`src/rtl/lsu_exec.sv`:
```
// lsu_exec: single-outstanding load/store execution stage.
// Takes one decoded LSU op at a time, computes the effective address, and
// either drops it (nop / misaligned) or issues one memory request. For loads
// it waits for the response and produces a one-cycle writeback pulse.
//
// Handshake: an op is accepted on a rising edge where in_valid && in_ready.
// in_ready is 1 only in IDLE. A memory request is held stable (valid plus
// payload) from the first REQ cycle until the edge where mem_gnt=1. mem_rvalid
// is only meaningful in WAIT and is ignored in every other state.
module lsu_exec (
    input  logic        clk,
    input  logic        rst_n,
    input  logic        in_valid,
    output logic        in_ready,
    input  logic        is_load,
    input  logic        zero_ext,
    input  logic        is_nop,
    input  logic [1:0]  size,
    input  logic [4:0]  rd,
    input  logic [11:0] imm,
    input  logic [31:0] rs1_val,
    input  logic [31:0] rs2_val,
    output logic        mem_req,
    output logic        mem_we,
    output logic [31:0] mem_addr,
    output logic [31:0] mem_wdata,
    output logic [3:0]  mem_be,
    input  logic        mem_gnt,
    input  logic        mem_rvalid,
    input  logic [31:0] mem_rdata,
    output logic        wb_valid,
    output logic [4:0]  wb_rd,
    output logic [31:0] wb_data,
    output logic        misalign,
    output logic [1:0]  state_dbg
);

    localparam logic [1:0] S_IDLE = 2'd0;
    localparam logic [1:0] S_REQ  = 2'd1;
    localparam logic [1:0] S_WAIT = 2'd2;

    logic [1:0]  state;
    logic [31:0] addr_q;
    logic        is_load_q;
    logic        zero_ext_q;
    logic [1:0]  size_q;
    logic [4:0]  rd_q;
    logic [31:0] rs2_q;

    logic        accept;
    logic [31:0] eff_addr;
    logic        misal_in;
    logic [3:0]  be_c;
    logic [31:0] wdata_c;
    logic [31:0] load_c;
    logic [7:0]  byte_sel;
    logic [15:0] half_sel;

    assign state_dbg = state;
    assign in_ready  = (state == S_IDLE);
    assign accept    = in_valid && in_ready;
    assign eff_addr  = rs1_val + {{20{imm[11]}}, imm};

    // Alignment of the incoming op; size 2 and 3 are both word accesses.
    always_comb begin
        misal_in = 1'b0;
        if (size == 2'd1)
            misal_in = eff_addr[0];
        else if (size[1])
            misal_in = (eff_addr[1:0] != 2'b00);
    end

    // Byte enables, lane-replicated store data and load extraction from the
    // registered op; payload outputs are forced to zero outside REQ.
    always_comb begin
        be_c     = 4'b1111;
        wdata_c  = rs2_q;
        byte_sel = mem_rdata[8*addr_q[1:0] +: 8];
        half_sel = mem_rdata[16*addr_q[1] +: 16];
        load_c   = mem_rdata;
        case (size_q)
            2'd0: begin
                be_c    = 4'b0001 << addr_q[1:0];
                wdata_c = {4{rs2_q[7:0]}};
                load_c  = zero_ext_q ? {24'b0, byte_sel} : {{24{byte_sel[7]}}, byte_sel};
            end
            2'd1: begin
                be_c    = 4'b0011 << {addr_q[1], 1'b0};
                wdata_c = {2{rs2_q[15:0]}};
                load_c  = zero_ext_q ? {16'b0, half_sel} : {{16{half_sel[15]}}, half_sel};
            end
            default: begin
                be_c    = 4'b1111;
                wdata_c = rs2_q;
                load_c  = mem_rdata;
            end
        endcase
    end

    assign mem_req   = (state == S_REQ);
    assign mem_we    = mem_req && !is_load_q;
    assign mem_addr  = mem_req ? {addr_q[31:2], 2'b00} : 32'b0;
    assign mem_wdata = mem_req ? wdata_c : 32'b0;
    assign mem_be    = mem_req ? be_c : 4'b0;

    // Control FSM, captured op fields, writeback and misalign pulses.
    always_ff @(posedge clk or negedge rst_n) begin
        if (!rst_n) begin
            state      <= S_IDLE;
            addr_q     <= 32'b0;
            is_load_q  <= 1'b0;
            zero_ext_q <= 1'b0;
            size_q     <= 2'b0;
            rd_q       <= 5'b0;
            rs2_q      <= 32'b0;
            wb_valid   <= 1'b0;
            wb_rd      <= 5'b0;
            wb_data    <= 32'b0;
            misalign   <= 1'b0;
        end else begin
            wb_valid <= 1'b0;
            misalign <= 1'b0;
            case (state)
                S_IDLE: begin
                    if (accept && !is_nop) begin
                        if (misal_in) begin
                            misalign <= 1'b1;
                        end else begin
                            state      <= S_REQ;
                            addr_q     <= eff_addr;
                            is_load_q  <= is_load;
                            zero_ext_q <= zero_ext;
                            size_q     <= size;
                            rd_q       <= rd;
                            rs2_q      <= rs2_val;
                        end
                    end
                end
                S_REQ: begin
                    if (mem_gnt)
                        state <= is_load_q ? S_WAIT : S_IDLE;
                end
                S_WAIT: begin
                    if (mem_rvalid) begin
                        state    <= S_IDLE;
                        wb_valid <= (rd_q != 5'd0);
                        wb_rd    <= rd_q;
                        wb_data  <= load_c;
                    end
                end
                default: state <= S_IDLE;
            endcase
        end
    end

endmodule

```
`config.mk`:
```
export PLATFORM = sky130hd
export DESIGN_NAME = lsu_exec
export DESIGN_NICKNAME = d
export VERILOG_FILES = /design/src/rtl/lsu_exec.sv
export SDC_FILE = /design/constraint.sdc
export NUM_CORES = 1
export LEC_CHECK = 0
export ABC_AREA = 0
export ABC_CLOCK_PERIOD_IN_PS = 2450
export BUFFER_PORTS_ARGS = -buffer_cell sky130_fd_sc_hd__buf_2
export CAP_MARGIN = 15
export CORE_ASPECT_RATIO = 0.9
export CORE_MARGIN = 10
export CORE_UTILIZATION = 45
export DETAILED_ROUTE_END_ITERATION = 12
export PLACE_DENSITY_LB_ADDON = 0.2
export SYNTH_ARGS = -nofsm -noshare
export SYNTH_HDL_FRONTEND = slang
export SYNTH_SLANG_ARGS = --single-unit
```
`constraint.sdc`:
```
create_clock -name clk -period 2.45 [get_ports clk]
set_input_delay 0.1225 -clock clk [delete_from_list [all_inputs] [get_ports clk]]
set_output_delay 0.1225 -clock clk [all_outputs]
set_load 0.05 [all_outputs]
```
==> results.tsv <==
metric	value	unit
path_clk_slew	0.06	ns
hold_path.class	in2reg	
critPathArrivalTime	2.65	ns
max_freq	0.433	GHz
crit_required	2.78	ns
worstSetupEndpointType	flop	
seqPwrFrac	0.303	
wl_per_cell	16.9	um
pre_cts_slack	-0.372	ns
setup_tns	0	ns
fin_skew	0.00910	ns
p_int	5740	uW
startpoint	imm[0]	
pwr-share-clk	0.261	
whs	0.0209	ns
finalSetupViolations	0	
drcViolationCount	0	
tritoncts	yes	
core-area	15400	sq um
syn_area	7080	sq um
first_pass_iters	5	
critPathMaxFanout	6	
cp-start-kind	input port	
layout_commonest_cell	nand2_1	
crit_slowest_cell	fa_1	
rsz0062_at_grt	no	
rows	43	
grt_pass1_vias	7452	
initial_core_util	0.459	
cp_num_cells	11	
synthCells	873	
yosysUniqueCellTypes	62	
crit_chain	buf_2 > ha_1 > fa_1 > a21oi_1 > o211ai_1 > a41oi_2 > o221ai_1 > a211oi_2 > o21ai_2 > a2111oi_2 > nand3b_1	
antenna_found_initial	3	
io_buffers	232	
vias	7340	
grtUsageTotal	0.218	
synth_edf_count	0	
hold_viol	0	
viasPerCell	5.23	
drt_iter0_drc	441	
status	completed	
sw_frac_of_total	0.436	
ir_worst_vdd	704	uV
layout_min_cycle_time	2.31	ns
slew_viol_final	0	
grt_start_max_net_pins	49	
slew_headroom	0.565	
clkSinkCount	114	
seq_area_frac_synth	0.403	
r2r-end	wb_data[30]	
ant_nets	0	
ioPinCount	235	
reg2regPathDepth	7	
dpl.hpwl	17.6	mm
yosys_warnings	0	
ys.flop_type	dfrtp_1	
overflow	0	
dieArea	21200	sq um
fp.dieH	139	um
htreeDepth	4	
drive_gt1_frac	0.284	
switchingPower	4440	uW
finalWeightedCongestion	0.899	
clk_latency	0.41	ns
die_x	152	um
reg2reg_from	addr_q[0]	
fin_crit_sh	0.943	
crit_family	compound AO/OA/AOI/OAI gates	
ys_seq_elements	114	
total_leakage_power	0.00519	uW
wl	23.7	mm
synthArstFlopShare	1.00	
cts_max_path_buffers	2	
cp_num_buf_inv	1	
maxCapViolations	0	
cts_buffers	17	
area_growth	41.1	%
worst_pin_slew	0.651	ns
ff2ff_setup_slack	0.48	ns
syn-mean-instance-area	8.11	sq um
setup_slack	0.139	ns
root_buffer	clkbuf_16	
power_frac_comb	0.436	
crit_type	in2reg	
slowest_delay	0.40	ns
nets	1341	
power.density	1020	nW/um^2
crit_path_end	addr_q[26]	
grt_pass1_wl	38.5	mm
mostFrequentLayoutCells	250 x nand2_1, 231 x buf_2, 113 x dfrtp_1	
-- area by class of cell --
type	count	area [sq um]
Antenna cell	3	7.51
Clock buffer	20	457
Clock inverter	12	180
Fill cell	1334	5450
Inverter	15	56.3
Multi-Input combinational cell	691	3980
Sequential cell	114	2850
Tap cell	202	253
Timing Repair Buffer	347	2200
-- power groups by stage --
stage          Clock [uW]  Sequential [uW]  Combinational [uW]
2_1_floorplan           0             3870                2310
3_3_place_gp            0             3080                4300
3_5_place_dp            0             3100                4350
4_1_cts              2700             3080                4450
5_1_grt              2790             3190                4830
6_report             2660             3090                4440
-- registers in the layout, indices dropped and copies added (netlist names) --
| signal | count |
|---|---|
| rd_q | 5 |
| size_q | 2 |
| rs2_q | 32 |
| misalign | 1 |
| wb_data | 32 |
| addr_q | 32 |
| is_load_q | 1 |
| zero_ext_q | 1 |
| state_dbg | 2 |
| wb_rd | 5 |
| wb_valid | 1 |
-- stage by stage --
step	cells	total power [uW]	instance area [sq um]	util
global placement	1307	7370	8730	0.565
floorplan	874	6190	7090	-
detailed placement	1307	7450	8730	0.565
finish	1404	10200	9990	0.647
CTS	1398	10200	9960	0.645
global route	1404	10800	9990	0.647
-- Yosys cell counts, types with 4 or more instances --
master / number / area share
buf_1: 6 / 0.0032
dfrtp_1: 114 / 0.40
o21ai_1: 4 / 0.0028
ha_1: 31 / 0.055
clkbuf_1: 45 / 0.024
nor2b_1: 10 / 0.0088
nand2_1: 250 / 0.13
a222oi_1: 4 / 0.0057
inv_1: 15 / 0.0080
nand4_1: 6 / 0.0053
o21a_1: 6 / 0.0064
nand3_1: 10 / 0.0071
xor2_1: 14 / 0.017
a221oi_1: 8 / 0.0099
o21ai_0: 59 / 0.042
o211ai_1: 7 / 0.0074
mux2i_1: 17 / 0.024
a211oi_1: 4 / 0.0042
and2_1: 40 / 0.035
mux4_2: 4 / 0.013
nor2_1: 65 / 0.034
a21o_1: 16 / 0.017
nor3_1: 7 / 0.0049
o21bai_1: 6 / 0.0064
xnor2_1: 10 / 0.012
a21oi_1: 66 / 0.047
-- cell families (layout without fill, tap and decap cells) --
| kind of cell | after synthesis | after routing | synth area share |
|---|---|---|---|
| AND/OR/NAND/NOR | 405 | 405 | 0.246 |
| AO/OA/AOI/OAI | 207 | 207 | 0.189 |
| buffers and inverters | 69 | 394 | 0.0378 |
| adder cells (fa/ha/maj) | 32 | 32 | 0.0576 |
| multiplexers | 21 | 21 | 0.0368 |
| flip-flops | 114 | 114 | 0.403 |
| XOR/XNOR | 24 | 24 | 0.0297 |
| other | 1 | 5 | 0.000530 |
-- tightest hold or removal path: cells and delay by family --
family,cells,cell delay [ns]
compound gates,2,0.19
buf+inv,1,0.08
-- what timing repair did --
item                                   4_1_cts  5_1_grt
resized for setup                            0        1
buffers inserted                             0        3
endpoints found under the hold margin      101        0
setup endpoints to repair                    0        3
hold buffers                                59        0
-- how the worst min path moves through the flow --
stage,from,endpoint,cells after the start
after floorplan,rst_n,addr_q[0],0
after global placement,rst_n,addr_q[5],1
after detailed placement,rst_n,addr_q[5],1
after CTS,mem_rdata[2],wb_data[2],3
after global routing,mem_rdata[5],wb_data[5],3
final,mem_rdata[2],wb_data[2],3
-- per-layer routing --
layer	up-vias	wire length, um	track usage
li1	3614	-	-
met1	3432	10400	0.274
met2	256	11300	0.351
met3	38	1470	0.0558
met4	0	562	0.0841
met5	-	0	0
Power figures use the tool's default switching activity.
